File: src/rtl/cache_fill_fsm_pkg.sv
// Shared encodings and block geometry for the cache miss fill controller.
package cache_fill_fsm_pkg;

    typedef enum logic {
        ST_IDLE = 1'b0,
        ST_FILL = 1'b1
    } state_e;

    localparam int          WORDS_PER_BLOCK   = 8;
    localparam int          WORD_IDX_W        = 3;
    localparam int          CNT_W             = 4;
    localparam logic [15:0] BLOCK_OFFSET_MASK = 16'hFFF0;

endpackage

File: src/rtl/cache_fill_fsm_counter.sv
// Saturating word counter for the fill controller: synchronous clear, enable,
// and a terminal flag once TERM words have been counted.
module fill_counter
    import cache_fill_fsm_pkg::*;
#(
    parameter int TERM = WORDS_PER_BLOCK
) (
    input  logic             clk,
    input  logic             rst_n,
    input  logic             clr_i,
    input  logic             en_i,
    output logic [CNT_W-1:0] cnt_o,
    output logic             term_o
);

    logic [CNT_W-1:0] cnt_q;

    assign term_o = (cnt_q == CNT_W'(TERM));
    assign cnt_o  = cnt_q;

    always_ff @(posedge clk) begin
        if (!rst_n || clr_i) begin
            cnt_q <= '0;
        end else if (en_i && !term_o) begin
            cnt_q <= cnt_q + 1'b1;
        end
    end

endmodule

File: src/rtl/full_adder.sv
// One-bit full adder; chained by the fill controller to form the address adder.
module full_adder (
    input  logic a_i,
    input  logic b_i,
    input  logic cin_i,
    output logic sum_o,
    output logic cout_o
);

    assign sum_o  = a_i ^ b_i ^ cin_i;
    assign cout_o = (a_i & b_i) | (cin_i & (a_i ^ b_i));

endmodule

File: src/rtl/cache_fill_fsm.sv
// Cache miss fill controller: issues the eight word reads of the missing
// block, steers each valid return into the data array, and writes the tag on the last word.
module cache_fill_fsm #(
    parameter int WORDS_PER_BLOCK = 8,
    parameter int ADDR_W          = 16
) (
    input  logic              clk,
    input  logic              rst_n,
    input  logic              miss_detected,
    input  logic [ADDR_W-1:0] miss_address,
    input  logic [15:0]       memory_data,
    input  logic              memory_data_valid,
    output logic              fsm_busy,
    output logic              mem_read_en,
    output logic [ADDR_W-1:0] memory_address,
    output logic              write_data_array,
    output logic [2:0]        word_index,
    output logic              write_tag_array,
    output logic              fill_done
);
    import cache_fill_fsm_pkg::*;

    // state   | meaning
    // IDLE    | waiting for a miss; fsm_busy follows miss_detected
    // FILL    | issuing reads and collecting returns for base_addr_q

    state_e            state_q;
    logic [ADDR_W-1:0] base_addr_q;

    logic [CNT_W-1:0]  issue_cnt;
    logic [CNT_W-1:0]  ret_cnt;
    logic              issue_term;
    logic              unused_ret_term;
    logic              start_fill;
    logic              issue_en;
    logic              ret_fire;
    logic              fill_last;
    logic [2:0]        word_sel;
    logic [ADDR_W-1:0] offset;
    logic [ADDR_W-1:0] addr_sum;
    logic [ADDR_W:0]   carry;
    logic              unused_carry;
    logic              unused_data;

    // The data array takes memory_data directly; this block only qualifies it.
    assign unused_data = ^memory_data;

    assign start_fill = (state_q == ST_IDLE) && miss_detected;
    assign issue_en   = (state_q == ST_FILL) && !issue_term;
    assign ret_fire   = (state_q == ST_FILL) && memory_data_valid;
    assign fill_last  = ret_fire && (ret_cnt == CNT_W'(WORDS_PER_BLOCK - 1));

    fill_counter #(.TERM(WORDS_PER_BLOCK)) u_issue_cnt (
        .clk    (clk),
        .rst_n  (rst_n),
        .clr_i  (start_fill),
        .en_i   (issue_en),
        .cnt_o  (issue_cnt),
        .term_o (issue_term)
    );

    fill_counter #(.TERM(WORDS_PER_BLOCK)) u_ret_cnt (
        .clk    (clk),
        .rst_n  (rst_n),
        .clr_i  (start_fill),
        .en_i   (ret_fire),
        .cnt_o  (ret_cnt),
        .term_o (unused_ret_term)
    );

    // Once all words are issued the address parks on the last word.
    assign word_sel = (issue_cnt > CNT_W'(WORDS_PER_BLOCK - 1)) ? 3'd7 : issue_cnt[2:0];
    assign offset   = {{(ADDR_W - 4){1'b0}}, word_sel, 1'b0};

    assign carry[0] = 1'b0;
    for (genvar i = 0; i < ADDR_W; i++) begin : gen_fa
        full_adder u_fa (
            .a_i    (base_addr_q[i]),
            .b_i    (offset[i]),
            .cin_i  (carry[i]),
            .sum_o  (addr_sum[i]),
            .cout_o (carry[i+1])
        );
    end
    assign unused_carry = carry[ADDR_W];

    always_ff @(posedge clk) begin
        if (!rst_n) begin
            state_q     <= ST_IDLE;
            base_addr_q <= '0;
        end else begin
            case (state_q)
                ST_IDLE: begin
                    if (miss_detected) begin
                        base_addr_q <= miss_address & ADDR_W'(BLOCK_OFFSET_MASK);
                        state_q     <= ST_FILL;
                    end
                end
                ST_FILL: begin
                    if (fill_last) begin
                        state_q <= ST_IDLE;
                    end
                end
                default: state_q <= ST_IDLE;
            endcase
        end
    end

    always_comb begin
        fsm_busy         = 1'b0;
        mem_read_en      = 1'b0;
        memory_address   = '0;
        write_data_array = 1'b0;
        word_index       = '0;
        write_tag_array  = 1'b0;
        fill_done        = 1'b0;
        if (rst_n) begin
            fsm_busy         = (state_q == ST_FILL) || miss_detected;
            mem_read_en      = issue_en;
            memory_address   = addr_sum;
            write_data_array = ret_fire;
            word_index       = ret_cnt[WORD_IDX_W-1:0];
            write_tag_array  = fill_last;
            fill_done        = fill_last;
        end
    end

endmodule

File: config.mk
export PLATFORM = sky130hd
export DESIGN_NAME = cache_fill_fsm
export DESIGN_NICKNAME = d
export VERILOG_FILES = /design/src/rtl/cache_fill_fsm_pkg.sv /design/src/rtl/cache_fill_fsm_counter.sv /design/src/rtl/full_adder.sv /design/src/rtl/cache_fill_fsm.sv
export SDC_FILE = /design/constraint.sdc
export NUM_CORES = 1
export LEC_CHECK = 0
export CAP_MARGIN = 20
export CORE_ASPECT_RATIO = 2
export CORE_MARGIN = 1.5
export CORE_UTILIZATION = 46
export DETAILED_ROUTE_END_ITERATION = 12
export PLACE_DENSITY = 0.93
export SLEW_MARGIN = 25
export SYNTH_ARGS = -nofsm -noshare
export SYNTH_HDL_FRONTEND = slang
export SYNTH_HIERARCHICAL = 1
export SYNTH_SLANG_ARGS = --single-unit
File: constraint.sdc
create_clock -name clk -period 4 [get_ports clk]
set_input_delay 0.6 -clock clk [delete_from_list [all_inputs] [get_ports clk]]
set_output_delay 0.6 -clock clk [all_outputs]
set_load 0.02 [all_outputs]
==> results of run 1 <==
[worst reg2reg max path, delay by kind of cell (launching register included)]
| family | cells | cell delay, ns |
|---|---|---|
| buffers and inverters | 2 | 0.13 |
| flip-flops | 1 | 0.40 |
| AND/OR/NAND/NOR | 4 | 0.88 |
| adder cells (fa/ha/maj) | 1 | 0.23 |
| AO/OA/AOI/OAI | 1 | 0.12 |
[cell type report]
class / instances / area share (%)
Clock buffer: 3 / 2.12
Clock inverter: 1 / 0.257
Inverter: 9 / 1.73
Multi-Input combinational cell: 136 / 52.5
Sequential cell: 21 / 21.6
Tap cell: 30 / 1.92
Timing Repair Buffer: 39 / 19.9
[sequential cells by signal, indices dropped and copies added (netlist names)]
| signal | cells |
|---|---|
| base_addr_q | 12 |
| u_issue_cnt/cnt_o | 4 |
| u_ret_cnt/cnt_o | 4 |
| state_q | 1 |
[power by group]
part / switching (uW) / internal [uW] / leakage, uW
registers: 8.08 / 218 / 0.000172
logic: 76.6 / 78.0 / 0.000630
clock network: 67.3 / 69.2 / 0.0000255
[per-layer routing]
layer	up-vias	wire length (um)	track usage [%]
met4	0	27	5.63
met1	558	967	16.8
met5	-	0	0
met3	2	85	1.74
li1	583	-	-
met2	29	1560	33.9
[layout by cell type (no fill, tap or decap), types with 2 or more instances in the layout]
| cell | synthesis | final |
|---|---|---|
| a21boi_0 | 2 | 2 |
| inv_2 | 3 | 3 |
| and2_1 | 22 | 22 |
| fa_1 | 16 | 16 |
| a21boi_1 | 10 | 10 |
| nand3_1 | 4 | 4 |
| nand3b_4 | 2 | 2 |
| clkdlybuf4s50_1 | 0 | 38 |
| nor2b_1 | 3 | 3 |
| clkbuf_8 | 0 | 3 |
| a21oi_1 | 4 | 4 |
| dfxtp_1 | 21 | 21 |
| conb_1 | 1 | 18 |
| ha_1 | 4 | 4 |
| nand4_1 | 2 | 2 |
| or2_2 | 3 | 3 |
| a21oi_2 | 2 | 2 |
| or3_1 | 2 | 2 |
| xor2_1 | 2 | 2 |
| o21ai_0 | 4 | 4 |
| nor2_1 | 2 | 2 |
| nand2_1 | 28 | 28 |
| nand2b_1 | 2 | 2 |
| inv_1 | 6 | 6 |
[worst max-delay path by stage]
stage,endpoint,startpoint,slack (ns),cells past startpoint
after detailed placement,fill_done,memory_data_valid,1.12,5
after global routing,write_tag_array,memory_data_valid,1.05,5
after floorplan,write_tag_array,memory_data_valid,1.98,4
after global placement,write_tag_array,memory_data_valid,1.14,5
after CTS,fill_done,memory_data_valid,1.13,5
final,fill_done,memory_data_valid,1.13,5
[logic make-up after synthesis]
family	Yosys count	synth area share [%]
AO/OA/AOI/OAI	23	10.7
XOR/XNOR	2	1.20
adder cells (fa/ha/maj)	20	25.4
buffers and inverters	15	5.15
flip-flops	21	28.9
other	1	0.257
AND/OR/NAND/NOR	73	28.4
[synthesized netlist by cell type]
library cell  instances
a21oi_1               4
and3_1                1
buf_6                 2
inv_2                 3
or3_1                 2
or2_2                 3
a21boi_1             10
ha_1                  4
conb_1                1
nand2_1              28
nand2b_4              1
o21a_1                1
nor2_1                2
nand3_1               4
nand2b_1              2
dfxtp_1              21
a21oi_2               2
and2_1               22
and4_1                1
nand4_1               2
inv_1                 6
fa_1                 16
clkbuf_1              3
a21boi_0              2
xor2_1                2
buf_4                 1
nor2b_1               3
nand3b_4              2
o21ai_0               4
[metrics by stage]
stage               total power [uW]  instance area [sq um]  setup slack (ns)  hold WS [ns]
global placement                 381                   1900              1.14         0.466
floorplan                        321                   1520              1.98         0.461
global route                     549                   1950              1.05         0.507
CTS                              520                   1950              1.13         0.484
finish                           517                   1950              1.13         0.480
detailed placement               384                   1900              1.12         0.473
==> tab_implementation.tex, run 1 <==
\begin{tabular}{lr}
\hline
Metric & Value \\
\hline
\multicolumn{2}{l}{\textbf{CTS}} \\
\quad Htree depth & 1 \\
\quad Hold buffer count at cts & 0 \\
\quad Post-CTS Resized & 0 \\
\quad Clock latency reported for the late side of the worst-skew pair & 0.25 ns \\
\quad Count of buffers added by post-CTS timing repair for setup & 0 \\
\quad Bufs on Longest Clock Path & 2 \\
\quad Reg clk slew, reported paths & 0.08 ns \\
\quad Clock tree from TritonCTS & yes \\
\quad CTS sink count & 21 \\
\quad Clock root buffer & clkbuf\_8 \\
\quad Cts bufs inserted & 3 \\
\multicolumn{2}{l}{\textbf{Floorplan}} \\
\quad Full die area & 3530 sq um \\
\quad Die outline height & 82.6 um \\
\quad Number of top-level pins & 60 \\
\quad Site row count & 28 \\
\quad Horizontal die dimension & 42.8 um \\
\quad Initial Utilization & 48.9\% \\
\quad Placeable core region & 2980 sq um \\
\multicolumn{2}{l}{\textbf{Min path}} \\
\quad Path category of the worst min-delay check & reg -> reg \\
\quad Capture endpoint of the worst hold path & base\_addr\_q[6] \\
\quad Number of stages on the worst hold path & 2 \\
\quad Start point of the worst min-delay path & base\_addr\_q[6] \\
\multicolumn{2}{l}{\textbf{Detailed routing}} \\
\quad Total Wirelength & 2640 um \\
\quad Drt via density & 4.90 \\
\quad Routed wire length per instance & 11.1 um \\
\quad Drt initial violations & 21 \\
\quad DR pass1 iterations & 4 \\
\quad DRT antenna net count & 0 \\
\quad Post-route DRC violation count & 0 \\
\quad Routed via count & 1,172 \\
\multicolumn{2}{l}{\textbf{GRT}} \\
\quad Total routing usage reported by global routing & 16.7\% \\
\quad Pin count of the biggest net entering global routing & 38 \\
\quad Congestion Overflow GR & 0 \\
\quad Antenna violations before repair & 0 \\
\quad Vias in the first global route & 1,126 \\
\quad Wire length of the first global-routing pass & 4600 um \\
\multicolumn{2}{l}{\textbf{Pwr}} \\
\quad Worst ir drop on vdd & 0.000267 V \\
\quad Power density over the cells & 265 nW/um\^{}2 \\
\quad Leakage power summed over all cells & 0.000827 uW \\
\multicolumn{2}{l}{\textbf{Worst setup path}} \\
\quad CP max stage delay & 0.60 ns \\
\quad Setup Crit Path Kind & in -> out \\
\quad Number of cell instances on the worst register-to-register path & 8 \\
\quad Critical path startpoint category & input pin \\
\quad Crit end category & output port \\
\quad Worst-case register-to-register setup slack & 2.19 ns \\
\quad FF-to-FF End & u\_issue\_cnt/cnt\_o[2] \\
\quad Standard cell with the maximum stage delay on the critical path & clkdlybuf4s50\_1 \\
\quad Source of the worst register-to-register timing path & u\_issue\_cnt/cnt\_o[0] \\
\quad Arrival time worst endpoint & 2.27 ns \\
\quad Top Family by Delay on Critical Path & buffers and inverters \\
\quad Critical-path maximum fanout & 6 \\
\quad Cell breakdown of the critical path & clkdlybuf4s50\_1 -> and2\_1 -> and4\_1 -> and2\_1 -> clkdlybuf4s50\_1 \\
\quad Required time of the worst setup path & 3.40 ns \\
\quad Number of buffer and inverter instances along the worst setup path & 2 \\
\multicolumn{2}{l}{\textbf{Final layout}} \\
\quad Multi-input gate area & 1020 sq um \\
\quad Area taken by flip-flops and latches & 420 sq um \\
\quad Net count, final & 266 \\
\quad Area growth from synthesis to final layout & 33.9\% \\
\quad Fill cell count & 250 \\
\quad Share of final-layout standard cells stronger than drive strength 1 & 7.66\% \\
\quad Share of the core filled with cells & 65.5\% \\
\quad Non-Filler Instances & 239 \\
\quad Count of antenna diodes in the layout & 0 \\
\multicolumn{2}{l}{\textbf{Status}} \\
\quad Run status & finished clean \\
\multicolumn{2}{l}{\textbf{Timing}} \\
\quad Worst clock skew & 0.00133 ns \\
\quad Setup violation total in the final timing report & 0 \\
\quad Number of hold violations in the final report & 0 \\
\quad Fmax & 0.348 GHz \\
\quad Final Max Tran Viols & 0 \\
\quad Post-route fraction of the period consumed by the critical path & 71.7\% \\
\quad Unrepaired setup endpoints after global routing & no \\
\quad Fin crit period & 2.87 ns \\
\quad Post-Route Setup TNS & 0 ns \\
\multicolumn{2}{l}{\textbf{Synthesis}} \\
\quad Average footprint of a synthesized cell & 9.40 sq um \\
\quad Largest cells by area after synthesis & dfxtp\_1, fa\_1, and2\_1, nand2\_1, a21boi\_1 \\
\quad Synthesis Warnings & 6 \\
\quad Portion of the post-synthesis area used by sequential elements & 28.9\% \\
\quad Synthesized cell area & 1460 sq um \\
\quad Post-synthesis cell type count & 29 \\
\quad Yosys top cell area share & 28.9\% \\
\quad Yosys top cell by area & dfxtp\_1 \\
\quad Synthesized instance count & 155 \\
\quad Flop and latch count out of synthesis & 21 \\
\multicolumn{2}{l}{\textbf{Job}} \\
\quad Total of max-cap violations & 0 \\
\multicolumn{2}{l}{\textbf{Placed design}} \\
\quad Cell count after placement & 235 \\
\quad IO Port Bufs & 38 \\
\quad Final GP Congestion & 0.742 \\
\quad Half-perimeter wire length after placement & 2150 um \\
\hline
\end{tabular}
(Power assumes the default switching activity.)
==> run 2: changes to the inputs <==
--- a/config.mk
+++ b/config.mk
@@ -8,9 +8,9 @@
 export CAP_MARGIN = 20
 export CORE_ASPECT_RATIO = 2
 export CORE_MARGIN = 1.5
-export CORE_UTILIZATION = 46
+export CORE_UTILIZATION = 43
 export DETAILED_ROUTE_END_ITERATION = 12
-export PLACE_DENSITY = 0.93
+export PLACE_DENSITY = 0.88
 export SLEW_MARGIN = 25
 export SYNTH_ARGS = -nofsm -noshare
 export SYNTH_HDL_FRONTEND = slang
==> constraint.sdc (replaced) <==
create_clock -name clk -period 2.9 [get_ports clk]
set_input_delay 0.435 -clock clk [delete_from_list [all_inputs] [get_ports clk]]
set_output_delay 0.435 -clock clk [all_outputs]
set_load 0.02 [all_outputs]
==> tab_implementation.tex, run 2 (synthesis gave the netlist of run 1 again) <==
\begin{tabular}{lr}
\hline
Metric & Value \\
\hline
\multicolumn{2}{l}{\textbf{Timing}} \\
\quad Unrepaired setup endpoints after global routing & no (unchanged) \\
\quad Setup violation total in the final timing report & 0 (unchanged) \\
\quad Worst clock skew & 0.00105 ns (was 0.00133 ns) \\
\quad Post-Route Setup TNS & 0 ns (unchanged) \\
\quad Number of hold violations in the final report & 0 (unchanged) \\
\quad Post-route fraction of the period consumed by the critical path & 91.3\% \\
\quad Fmax & 0.378 GHz \\
\quad Final Max Tran Viols & 0 (unchanged) \\
\quad Worst-case hold slack & 0.482 ns (was 0.480 ns) \\
\quad Fin crit period & 2.65 ns \\
\multicolumn{2}{l}{\textbf{GRT}} \\
\quad Vias in the first global route & 1,139 (was 1,126) \\
\quad Congestion Overflow GR & 0 (unchanged) \\
\quad Pin count of the biggest net entering global routing & 38 (unchanged) \\
\quad Antenna violations before repair & 0 (unchanged) \\
\quad Total routing usage reported by global routing & 16.4\% (was 16.7\%) \\
\quad Wire length of the first global-routing pass & 4800 um (was 4600 um) \\
\multicolumn{2}{l}{\textbf{Floorplan}} \\
\quad Full die area & 3770 sq um (was 3530 sq um) \\
\quad Number of top-level pins & 60 (unchanged) \\
\quad Die outline height & 85.3 um (was 82.6 um) \\
\quad Site row count & 29 (was 28) \\
\quad Horizontal die dimension & 44.2 um (was 42.8 um) \\
\quad Placeable core region & 3190 sq um (was 2980 sq um) \\
\quad Initial Utilization & 45.6\% (was 48.9\%) \\
\multicolumn{2}{l}{\textbf{Placed design}} \\
\quad Area after DPL & 1910 sq um (was 1900 sq um) \\
\quad IO Port Bufs & 38 (unchanged) \\
\quad Half-perimeter wire length after placement & 2050 um (was 2150 um) \\
\quad Final GP Congestion & 0.754 (was 0.742) \\
\multicolumn{2}{l}{\textbf{Job}} \\
\quad Total of max-cap violations & 0 (unchanged) \\
\multicolumn{2}{l}{\textbf{Final layout}} \\
\quad Post-layout instance area & 1950 sq um (about the same) \\
\quad Count of antenna diodes in the layout & 0 (unchanged) \\
\quad Max reg flops & 12 (unchanged) \\
\quad Net count, final & 266 (unchanged) \\
\quad Area growth from synthesis to final layout & 34.0\% (was 33.9\%) \\
\quad Share of final-layout standard cells stronger than drive strength 1 & 7.66\% (unchanged) \\
\quad Commonest non-fill, non-tap cells in the layout & clkdlybuf4s50\_1, nand2\_1, and2\_1 (unchanged) \\
\quad Most frequent standard cell in the layout excluding fill and tap cells & clkdlybuf4s50\_1 (unchanged) \\
\quad Largest register by flop count & base\_addr\_q (unchanged) \\
\quad Fill cell count & 295 (was 250) \\
\multicolumn{2}{l}{\textbf{CTS}} \\
\quad Clock tree from TritonCTS & yes (unchanged) \\
\quad Clock latency reported for the late side of the worst-skew pair & 0.26 ns (was 0.25 ns) \\
\quad Cts bufs inserted & 3 (unchanged) \\
\quad Reg clk slew, reported paths & 0.08 ns (about the same) \\
\quad Hold buffer count at cts & 0 (unchanged) \\
\quad CTS sink count & 21 (unchanged) \\
\quad Count of buffers added by post-CTS timing repair for setup & 0 (unchanged) \\
\quad Post-CTS Resized & 0 (unchanged) \\
\quad Bufs on Longest Clock Path & 2 (unchanged) \\
\quad Htree depth & 1 (unchanged) \\
\quad Clock root buffer & clkbuf\_8 (unchanged) \\
\multicolumn{2}{l}{\textbf{Min path}} \\
\quad Path category of the worst min-delay check & reg -> reg (unchanged) \\
\multicolumn{2}{l}{\textbf{Detailed routing}} \\
\quad Routed via count & 1,151 (was 1,172) \\
\quad Drt initial violations & 18 (was 21) \\
\quad Routed wire length per instance & 11.0 um (was 11.1 um) \\
\quad DRT antenna net count & 0 (unchanged) \\
\quad Drt via density & 4.80 (was 4.90) \\
\quad DR pass1 iterations & 4 (unchanged) \\
\quad Post-route DRC violation count & 0 (unchanged) \\
\quad Total Wirelength & 2640 um (about the same) \\
\multicolumn{2}{l}{\textbf{Worst setup path}} \\
\quad Crit end category & output port (unchanged) \\
\quad Arrival time worst endpoint & 2.21 ns (was 2.27 ns) \\
\quad Critical path startpoint category & register (was input pin) \\
\quad Setup Crit Path Kind & reg -> out (was in -> out) \\
\quad Required time of the worst setup path & 2.47 ns (was 3.40 ns) \\
\quad Critical-path maximum fanout & 6 (unchanged) \\
\multicolumn{2}{l}{\textbf{Pwr}} \\
\quad Power density over the cells & 368 nW/um\^{}2 (was 265 nW/um\^{}2) \\
\quad Worst ir drop on vdd & 0.000297 V (was 0.000267 V) \\
\quad Leakage power summed over all cells & 0.000827 uW (unchanged) \\
\multicolumn{2}{l}{\textbf{Status}} \\
\quad Run status & finished clean (unchanged) \\
\hline
\end{tabular}
run 2: cell counts in the layout (fill, tap and decap cells not counted):
No cell type changed its count.
run 2: final timing paths:
check                           cells past startpoint                    to  slack [ns]            startpoint
worst max-delay path                                7           mem_read_en        0.25  u_issue_cnt/cnt_o[0]
worst min-delay path                                2       base_addr_q[12]        0.48       base_addr_q[12]
worst max register to register                      8  u_issue_cnt/cnt_o[2]        1.10  u_issue_cnt/cnt_o[0]
worst min register to register                      2       base_addr_q[12]        0.48       base_addr_q[12]
run 2: metal layers:
layer / vias up / track usage (%) / part of all wire, %
met2: 30 / 30.3 / 56
met3: 5 / 2.13 / 3.8
met5: - / 0 / 0
li1: 580 / - / -
met1: 536 / 18.6 / 39
met4: 0 / 4.96 / 1.6
run 2: area by class of cell:
| cell class | count | area (sq um) | share of cell area, % |
|---|---|---|---|
| tap | 31 | 38.8 | 1.99 |
| sequential | 21 | 420 | 21.5 |
| multi-input combinational | 136 | 1020 | 52.5 |
| timing repair buffer | 39 | 388 | 19.9 |
| inverter | 9 | 33.8 | 1.73 |
| clock inverter | 1 | 5.00 | 0.256 |
| clock buffer | 3 | 41.3 | 2.12 |
run 2: worst max-delay path: stages (launching register included):
cell and delay, ns:
dfxtp_1 0.40, inv_1 0.08, ha_1 0.23, nand3b_4 0.09, inv_2 0.05, nor2b_1 0.33, and2_1 0.18, clkdlybuf4s50_1 0.59
run 2: per-stage QoR:
stage	setup slack (ns)	util, %	instances	total power [uW]
2_1_floorplan	1.16	-	172	443
3_3_place_gp	0.366	59.7	236	527
3_5_place_dp	0.364	59.7	236	532
4_1_cts	0.253	61.1	240	723
5_1_grt	0.0975	61.1	240	767
6_report	0.253	61.1	240	718
run 2: power breakdown:
group | internal [uW] | switching, uW
Combinational | 108 | 106
Clock | 95.7 | 96.4
Sequential | 300 | 11.3
Total | 504 | 213
==> run 3: changes to the inputs <==
--- a/config.mk
+++ b/config.mk
@@ -10,7 +10,7 @@
 export CORE_MARGIN = 1.5
 export CORE_UTILIZATION = 43
 export DETAILED_ROUTE_END_ITERATION = 12
-export PLACE_DENSITY = 0.88
+export PLACE_DENSITY = 0.8
 export SLEW_MARGIN = 25
 export SYNTH_ARGS = -nofsm -noshare
 export SYNTH_HDL_FRONTEND = slang
==> tab_implementation.tex, run 3 (synthesis gave the netlist of run 1 again) <==
\begin{tabular}{lr}
\hline
Metric & Value \\
\hline
\multicolumn{2}{l}{\textbf{Pwr}} \\
\quad Worst ir drop on vdd & 0.000387 V (was 0.000297 V) \\
\quad Share of total power consumed by net switching & 29.6\% (was 29.7\%) \\
\quad Proportion of power drawn by the clock network & 26.5\% (was 26.8\%) \\
\quad Reg power frac & 43.4\% (about the same) \\
\quad Internal power of the cells & 506 uW (was 504 uW) \\
\quad Leakage power summed over all cells & 0.000831 uW (was 0.000827 uW) \\
\quad Switching component of the power & 213 uW (about the same) \\
\quad Power density over the cells & 366 nW/um\^{}2 (was 368 nW/um\^{}2) \\
\quad Power share of the combinational group & 30.1\% (was 29.8\%) \\
\multicolumn{2}{l}{\textbf{Detailed routing}} \\
\quad Total Wirelength & 2760 um (was 2640 um) \\
\quad Routed via count & 1,145 (was 1,151) \\
\quad DRT antenna net count & 0 (unchanged) \\
\quad DR pass1 iterations & 4 (unchanged) \\
\quad Post-route DRC violation count & 0 (unchanged) \\
\quad Drt via density & 4.77 (was 4.80) \\
\quad Routed wire length per instance & 11.5 um (was 11.0 um) \\
\quad Drt initial violations & 13 (was 18) \\
\multicolumn{2}{l}{\textbf{Worst setup path}} \\
\quad Critical-path maximum fanout & 6 (unchanged) \\
\quad CP max stage delay & 0.59 ns (about the same) \\
\quad FF-to-FF End & u\_issue\_cnt/cnt\_o[2] (unchanged) \\
\quad Top Family by Delay on Critical Path & buffers and inverters (unchanged) \\
\quad Number of cell instances on the worst register-to-register path & 8 (unchanged) \\
\quad Required time of the worst setup path & 2.47 ns (about the same) \\
\quad Arrival time worst endpoint & 2.20 ns (was 2.21 ns) \\
\quad Number of buffer and inverter instances along the worst setup path & 3 (unchanged) \\
\quad Worst-case register-to-register setup slack & 1.11 ns (was 1.10 ns) \\
\quad Crit end category & output port (unchanged) \\
\quad Standard cell with the maximum stage delay on the critical path & clkdlybuf4s50\_1 (unchanged) \\
\quad Setup Crit Path Kind & reg -> out (unchanged) \\
\quad Source of the worst register-to-register timing path & u\_issue\_cnt/cnt\_o[0] (unchanged) \\
\quad Cell breakdown of the critical path & inv\_1 -> ha\_1 -> nand3b\_4 -> inv\_2 -> nor2b\_1 -> and2\_1 -> clkdlybuf4s50\_1 (unchanged) \\
\quad Critical path startpoint category & register (unchanged) \\
\multicolumn{2}{l}{\textbf{GRT}} \\
\quad Wire length of the first global-routing pass & 4910 um (was 4800 um) \\
\quad Vias in the first global route & 1,154 (was 1,139) \\
\quad Pin count of the biggest net entering global routing & 38 (unchanged) \\
\quad Total routing usage reported by global routing & 17.2\% (was 16.4\%) \\
\quad Congestion Overflow GR & 0 (unchanged) \\
\quad Antenna violations before repair & 0 (unchanged) \\
\quad GR met3 Demand/Resource & 1.28\% (was 2.13\%) \\
\quad Most used routing layer in global routing & met2 (unchanged) \\
\quad Met2 track demand over resource in global routing & 30.9\% (was 30.3\%) \\
\quad Global routing usage on met1 & 19.7\% (was 18.6\%) \\
\multicolumn{2}{l}{\textbf{Timing}} \\
\quad Setup violation total in the final timing report & 0 (unchanged) \\
\quad Final Max Tran Viols & 0 (unchanged) \\
\quad Unrepaired setup endpoints after global routing & no (unchanged) \\
\quad Fin crit period & 2.63 ns (was 2.65 ns) \\
\quad Worst clock skew & 0.00618 ns (was 0.00105 ns) \\
\quad Post-route fraction of the period consumed by the critical path & 90.8\% (was 91.3\%) \\
\quad Fmax & 0.380 GHz (was 0.378 GHz) \\
\quad Post-Route Setup TNS & 0 ns (unchanged) \\
\quad Number of hold violations in the final report & 0 (unchanged) \\
\multicolumn{2}{l}{\textbf{CTS}} \\
\quad Clock tree from TritonCTS & yes (unchanged) \\
\quad Cts bufs inserted & 3 (unchanged) \\
\quad Htree depth & 1 (unchanged) \\
\quad CTS sink count & 21 (unchanged) \\
\quad Reg clk slew, reported paths & 0.07 ns (was 0.08 ns) \\
\quad Hold buffer count at cts & 0 (unchanged) \\
\quad Clock latency reported for the late side of the worst-skew pair & 0.26 ns (about the same) \\
\quad Count of buffers added by post-CTS timing repair for setup & 0 (unchanged) \\
\quad Clock root buffer & clkbuf\_8 (unchanged) \\
\quad Post-CTS Resized & 0 (unchanged) \\
\quad Bufs on Longest Clock Path & 2 (unchanged) \\
\multicolumn{2}{l}{\textbf{Placed design}} \\
\quad Half-perimeter wire length after placement & 2180 um (was 2050 um) \\
\quad Final GP Congestion & 0.787 (was 0.754) \\
\quad Cell count after placement & 236 (unchanged) \\
\quad IO Port Bufs & 38 (unchanged) \\
\multicolumn{2}{l}{\textbf{Status}} \\
\quad Run status & finished clean (unchanged) \\
\multicolumn{2}{l}{\textbf{Final layout}} \\
\quad Most frequent standard cell in the layout excluding fill and tap cells & clkdlybuf4s50\_1 (unchanged) \\
\quad Share of final-layout standard cells stronger than drive strength 1 & 7.66\% (unchanged) \\
\quad Area taken by flip-flops and latches & 420 sq um (unchanged) \\
\quad Commonest non-fill, non-tap cells in the layout & clkdlybuf4s50\_1, nand2\_1, and2\_1 (unchanged) \\
\quad Net count, final & 266 (unchanged) \\
\quad Max reg flops & 12 (unchanged) \\
\quad Multi-input gate area & 1020 sq um (unchanged) \\
\quad Non-Filler Instances & 240 (unchanged) \\
\quad Largest register by flop count & base\_addr\_q (unchanged) \\
\quad Count of antenna diodes in the layout & 0 (unchanged) \\
\quad Fill cell count & 285 (was 295) \\
\quad Area growth from synthesis to final layout & 34.9\% (was 34.0\%) \\
\multicolumn{2}{l}{\textbf{Floorplan}} \\
\quad Placeable core region & 3190 sq um (unchanged) \\
\quad Number of top-level pins & 60 (unchanged) \\
\quad Horizontal die dimension & 44.2 um (unchanged) \\
\quad Initial Utilization & 45.6\% (unchanged) \\
\quad Full die area & 3770 sq um (unchanged) \\
\quad Die outline height & 85.3 um (unchanged) \\
\quad Site row count & 29 (unchanged) \\
\multicolumn{2}{l}{\textbf{Min path}} \\
\quad Number of stages on the worst hold path & 2 (unchanged) \\
\quad Path category of the worst min-delay check & reg -> reg (unchanged) \\
\quad Start point of the worst min-delay path & base\_addr\_q[6] (was base\_addr\_q[12]) \\
\quad Capture endpoint of the worst hold path & base\_addr\_q[6] (was base\_addr\_q[12]) \\
\multicolumn{2}{l}{\textbf{Job}} \\
\quad Total of max-cap violations & 0 (unchanged) \\
\hline
\end{tabular}
run 3: metal layers:
layer  part of all wire, %  wire length [um]
met1                    39              1080
met2                    56              1560
met3                   2.6                73
met4                   2.0                55
met5                     0                 0
run 3: stage by stage:
stage / hold WS (ns) / util (%) / cell area [sq um] / setup slack, ns / power [uW]
floorplan: 0.461 / - / 1520 / 1.16 / 443
global placement: 0.466 / 60.1 / 1920 / 0.368 / 528
detailed placement: 0.479 / 60.1 / 1920 / 0.353 / 534
CTS: 0.490 / 61.5 / 1960 / 0.259 / 723
global route: 0.505 / 61.5 / 1960 / 0.160 / 766
finish: 0.483 / 61.5 / 1960 / 0.267 / 719
run 3: area by class of cell:
| cell class | instances | share of cell area, % |
|---|---|---|
| clock buffer | 3 | 2.10 |
| clock inverter | 1 | 0.255 |
| inverter | 9 | 1.72 |
| multi-input combinational | 136 | 52.2 |
| sequential | 21 | 21.4 |
| tap | 31 | 1.97 |
| timing repair buffer | 39 | 20.4 |
run 3: power by group through the flow:
stage / Sequential [uW] / Combinational [uW] / Clock [uW]
final: 312 / 216 / 190
after global routing: 314 / 243 / 208
after CTS: 313 / 215 / 195
after detailed placement: 319 / 214 / 0
after global placement: 318 / 210 / 0
after floorplan: 316 / 127 / 0
run 3: how the worst max path moves through the flow:
| stage | startpoint | end | slack [ns] | cells past startpoint |
|---|---|---|---|---|
| after floorplan | u_issue_cnt/cnt_o[3] | memory_address[1] | 1.16 | 3 |
| after global placement | memory_data_valid | write_tag_array | 0.37 | 5 |
| after detailed placement | memory_data_valid | fill_done | 0.35 | 5 |
| after CTS | u_issue_cnt/cnt_o[0] | mem_read_en | 0.26 | 7 |
| after global routing | u_issue_cnt/cnt_o[0] | mem_read_en | 0.16 | 7 |
| final | u_issue_cnt/cnt_o[0] | mem_read_en | 0.27 | 7 |
run 3: worst reg2reg max path, delay by kind of cell (launching register included):
kind | cells | cell delay (ns)
AO/OA/AOI/OAI | 1 | 0.12
flip-flops | 1 | 0.40
adder cells (fa/ha/maj) | 1 | 0.23
buffers and inverters | 2 | 0.13
AND/OR/NAND/NOR | 4 | 0.85
==> variant (flow settings as in run 3) <==
Add an input register stage for `miss_detected`, `miss_address`, `memory_data` and `memory_data_valid`, with the module's reset; this delays them by one clock.
--- a/src/rtl/cache_fill_fsm.sv
+++ b/src/rtl/cache_fill_fsm.sv
@@ -19,6 +19,25 @@
     output logic              fill_done
 );
     import cache_fill_fsm_pkg::*;
+
+    logic miss_detected_q;
+    logic [ADDR_W-1:0] miss_address_q;
+    logic [15:0] memory_data_q;
+    logic memory_data_valid_q;
+
+    always_ff @(posedge clk) begin
+        if (!rst_n) begin
+            miss_detected_q     <= '0;
+            miss_address_q      <= '0;
+            memory_data_q       <= '0;
+            memory_data_valid_q <= '0;
+        end else begin
+            miss_detected_q     <= miss_detected;
+            miss_address_q      <= miss_address;
+            memory_data_q       <= memory_data;
+            memory_data_valid_q <= memory_data_valid;
+        end
+    end
 
     // state   | meaning
     // IDLE    | waiting for a miss; fsm_busy follows miss_detected
@@ -43,11 +62,11 @@
     logic              unused_data;
 
     // The data array takes memory_data directly; this block only qualifies it.
-    assign unused_data = ^memory_data;
+    assign unused_data = ^memory_data_q;
 
-    assign start_fill = (state_q == ST_IDLE) && miss_detected;
+    assign start_fill = (state_q == ST_IDLE) && miss_detected_q;
     assign issue_en   = (state_q == ST_FILL) && !issue_term;
-    assign ret_fire   = (state_q == ST_FILL) && memory_data_valid;
+    assign ret_fire   = (state_q == ST_FILL) && memory_data_valid_q;
     assign fill_last  = ret_fire && (ret_cnt == CNT_W'(WORDS_PER_BLOCK - 1));
 
     fill_counter #(.TERM(WORDS_PER_BLOCK)) u_issue_cnt (
@@ -91,8 +110,8 @@
         end else begin
             case (state_q)
                 ST_IDLE: begin
-                    if (miss_detected) begin
-                        base_addr_q <= miss_address & ADDR_W'(BLOCK_OFFSET_MASK);
+                    if (miss_detected_q) begin
+                        base_addr_q <= miss_address_q & ADDR_W'(BLOCK_OFFSET_MASK);
                         state_q     <= ST_FILL;
                     end
                 end
@@ -115,7 +134,7 @@
         write_tag_array  = 1'b0;
         fill_done        = 1'b0;
         if (rst_n) begin
-            fsm_busy         = (state_q == ST_FILL) || miss_detected;
+            fsm_busy         = (state_q == ST_FILL) || miss_detected_q;
             mem_read_en      = issue_en;
             memory_address   = addr_sum;
             write_data_array = ret_fire;
Function: changed (a bounded check fails within 4 cycles, from zero or initial values and one cycle with rst_n low).
==> variant against run 3 <==
  * Clock skew about the same
  * Sequential cell count increased by 14
  * Critical path depth stayed put
  * Count of clock-buffer cells in the layout grew 3
  * Worst setup slack worse by 0.041 ns
  * Wire length grew 8.4%
  * Final area is 24% higher
  * Synthesized cell count is 19% higher
  * Register-to-register slack got worse by 0.03 ns
  * Hold slack worse by 0.047 ns
  * Area after synthesis rose by 28%
  * Power up 45%
  * Highest routed layer unchanged
==> variant: results <==
group,metric,value,unit
placed_design,dp_cells,286,
route,avgRoutedWirePerCell,10.2,um
worst_setup_path,critPathArrivalTime,2.24,ns
synth,ys_seq_area_share,37.5,%
route,viasPerCell,4.52,
clock_network,cts_made_buffers,5,
route,routed_wl,3.00,mm
sta,skew,0.00612,ns
synth,synth_common_cells,"and2_1, dfxtp_1, nand2_1",
final_layout,nets,297,
pwr,leakagePower,0.989,nW
route,drt_iter0_drc,10,
worst_setup_path,r2r_setup_slack,1.08,ns
synth,synth.avg_cell_area,10.1,um2
run_status,outcome,"completed",
placed_design,dp_slack,0.478,ns
sta,max_freq,374,MHz
grt,grt_pass1_wl,5.22,mm
final_layout,drive_gt1_share,12.0,%
route,met1_length,1.16,mm
worst_setup_path,path_delay_family,"buffers and inverters",
synth,yosysUniqueCellTypes,31,
pwr,intPower,0.780,mW
clock_network,h-tree-depth,2,
worst_setup_path,r2r_cells,8,
grt,grt_pass1_vias,1282,
final_layout,fill_cells,363,
pwr,vdd_drop_max,0.386,mV
placed_design,gp_congestion,0.781,
grt,grt_usage,14.0,%
clock_network,clkLatencyLatePin,0.28,ns
route,met3_wirelength,77,um
synth,synth.area.top_cells,"dfxtp_1, fa_1, and2_1",
route,met2RoutedLength,1.74,mm
placed_design,dp_hpwl,2.34,mm
-- variant: power groups by stage --
stage | Clock (mW) | Sequential, mW | Combinational, mW
after floorplan | 0 | 0.517 | 0.112
after global placement | 0 | 0.519 | 0.182
after detailed placement | 0 | 0.520 | 0.186
after CTS | 0.353 | 0.509 | 0.186
after global routing | 0.381 | 0.511 | 0.208
final | 0.347 | 0.509 | 0.185
-- variant: metal layers --
layer | track usage (%) | vias up
met4 | 6.25 | 0
met3 | 1.86 | 2
li1 | - | 672
met5 | 0 | -
met1 | 14.6 | 625
met2 | 27.0 | 26
-- variant: how the worst min path moves through the flow --
stage                                  from                     endpoint  slack (ns)  cells past startpoint
6_report       miss_address_q[6]$_SDFF_PN0_  base_addr_q[6]$_SDFFE_PN0P_        0.44                      2
5_1_grt        miss_address_q[6]$_SDFF_PN0_  base_addr_q[6]$_SDFFE_PN0P_        0.45                      2
4_1_cts        miss_address_q[6]$_SDFF_PN0_  base_addr_q[6]$_SDFFE_PN0P_        0.44                      2
3_5_place_dp   miss_address_q[6]$_SDFF_PN0_  base_addr_q[6]$_SDFFE_PN0P_        0.43                      2
3_3_place_gp   miss_address_q[6]$_SDFF_PN0_  base_addr_q[6]$_SDFFE_PN0P_        0.42                      2
2_1_floorplan  miss_address_q[6]$_SDFF_PN0_  base_addr_q[6]$_SDFFE_PN0P_        0.42                      2
-- variant: cell type report --
cell class              instances  share of cell area [%]
flip-flops and latches         35                    28.9
multi-input cells             150                    47.2
clock inverters                 1                   0.206
repair buffers                 40                    16.3
clock buffers                   6                    3.40
well taps                      52                    2.68
inverters                       9                    1.39
-- variant: cell families after synthesis --
kind of cell | Yosys count | synth area share, %
compound gates | 23 | 10.1
xor+xnor | 2 | 0.938
fa+ha+maj | 20 | 19.8
buf+inv | 17 | 4.55
flops | 35 | 37.5
other cells | 1 | 0.201
simple gates | 87 | 26.9
-- variant: metrics by stage --
step,area [um2],hold WS [ns]
floorplan,1930,0.416
global placement,2340,0.421
detailed placement,2340,0.430
CTS,2430,0.440
global route,2430,0.450
finish,2430,0.436
-- variant: worst register-to-register path, delay by kind of cell (launching register included) --
| kind | cells | cell delay, ns |
|---|---|---|
| AND/OR/NAND/NOR | 4 | 0.87 |
| adder cells (fa/ha/maj) | 1 | 0.24 |
| AO/OA/AOI/OAI | 1 | 0.11 |
| buffers and inverters | 2 | 0.13 |
| flip-flops | 1 | 0.40 |
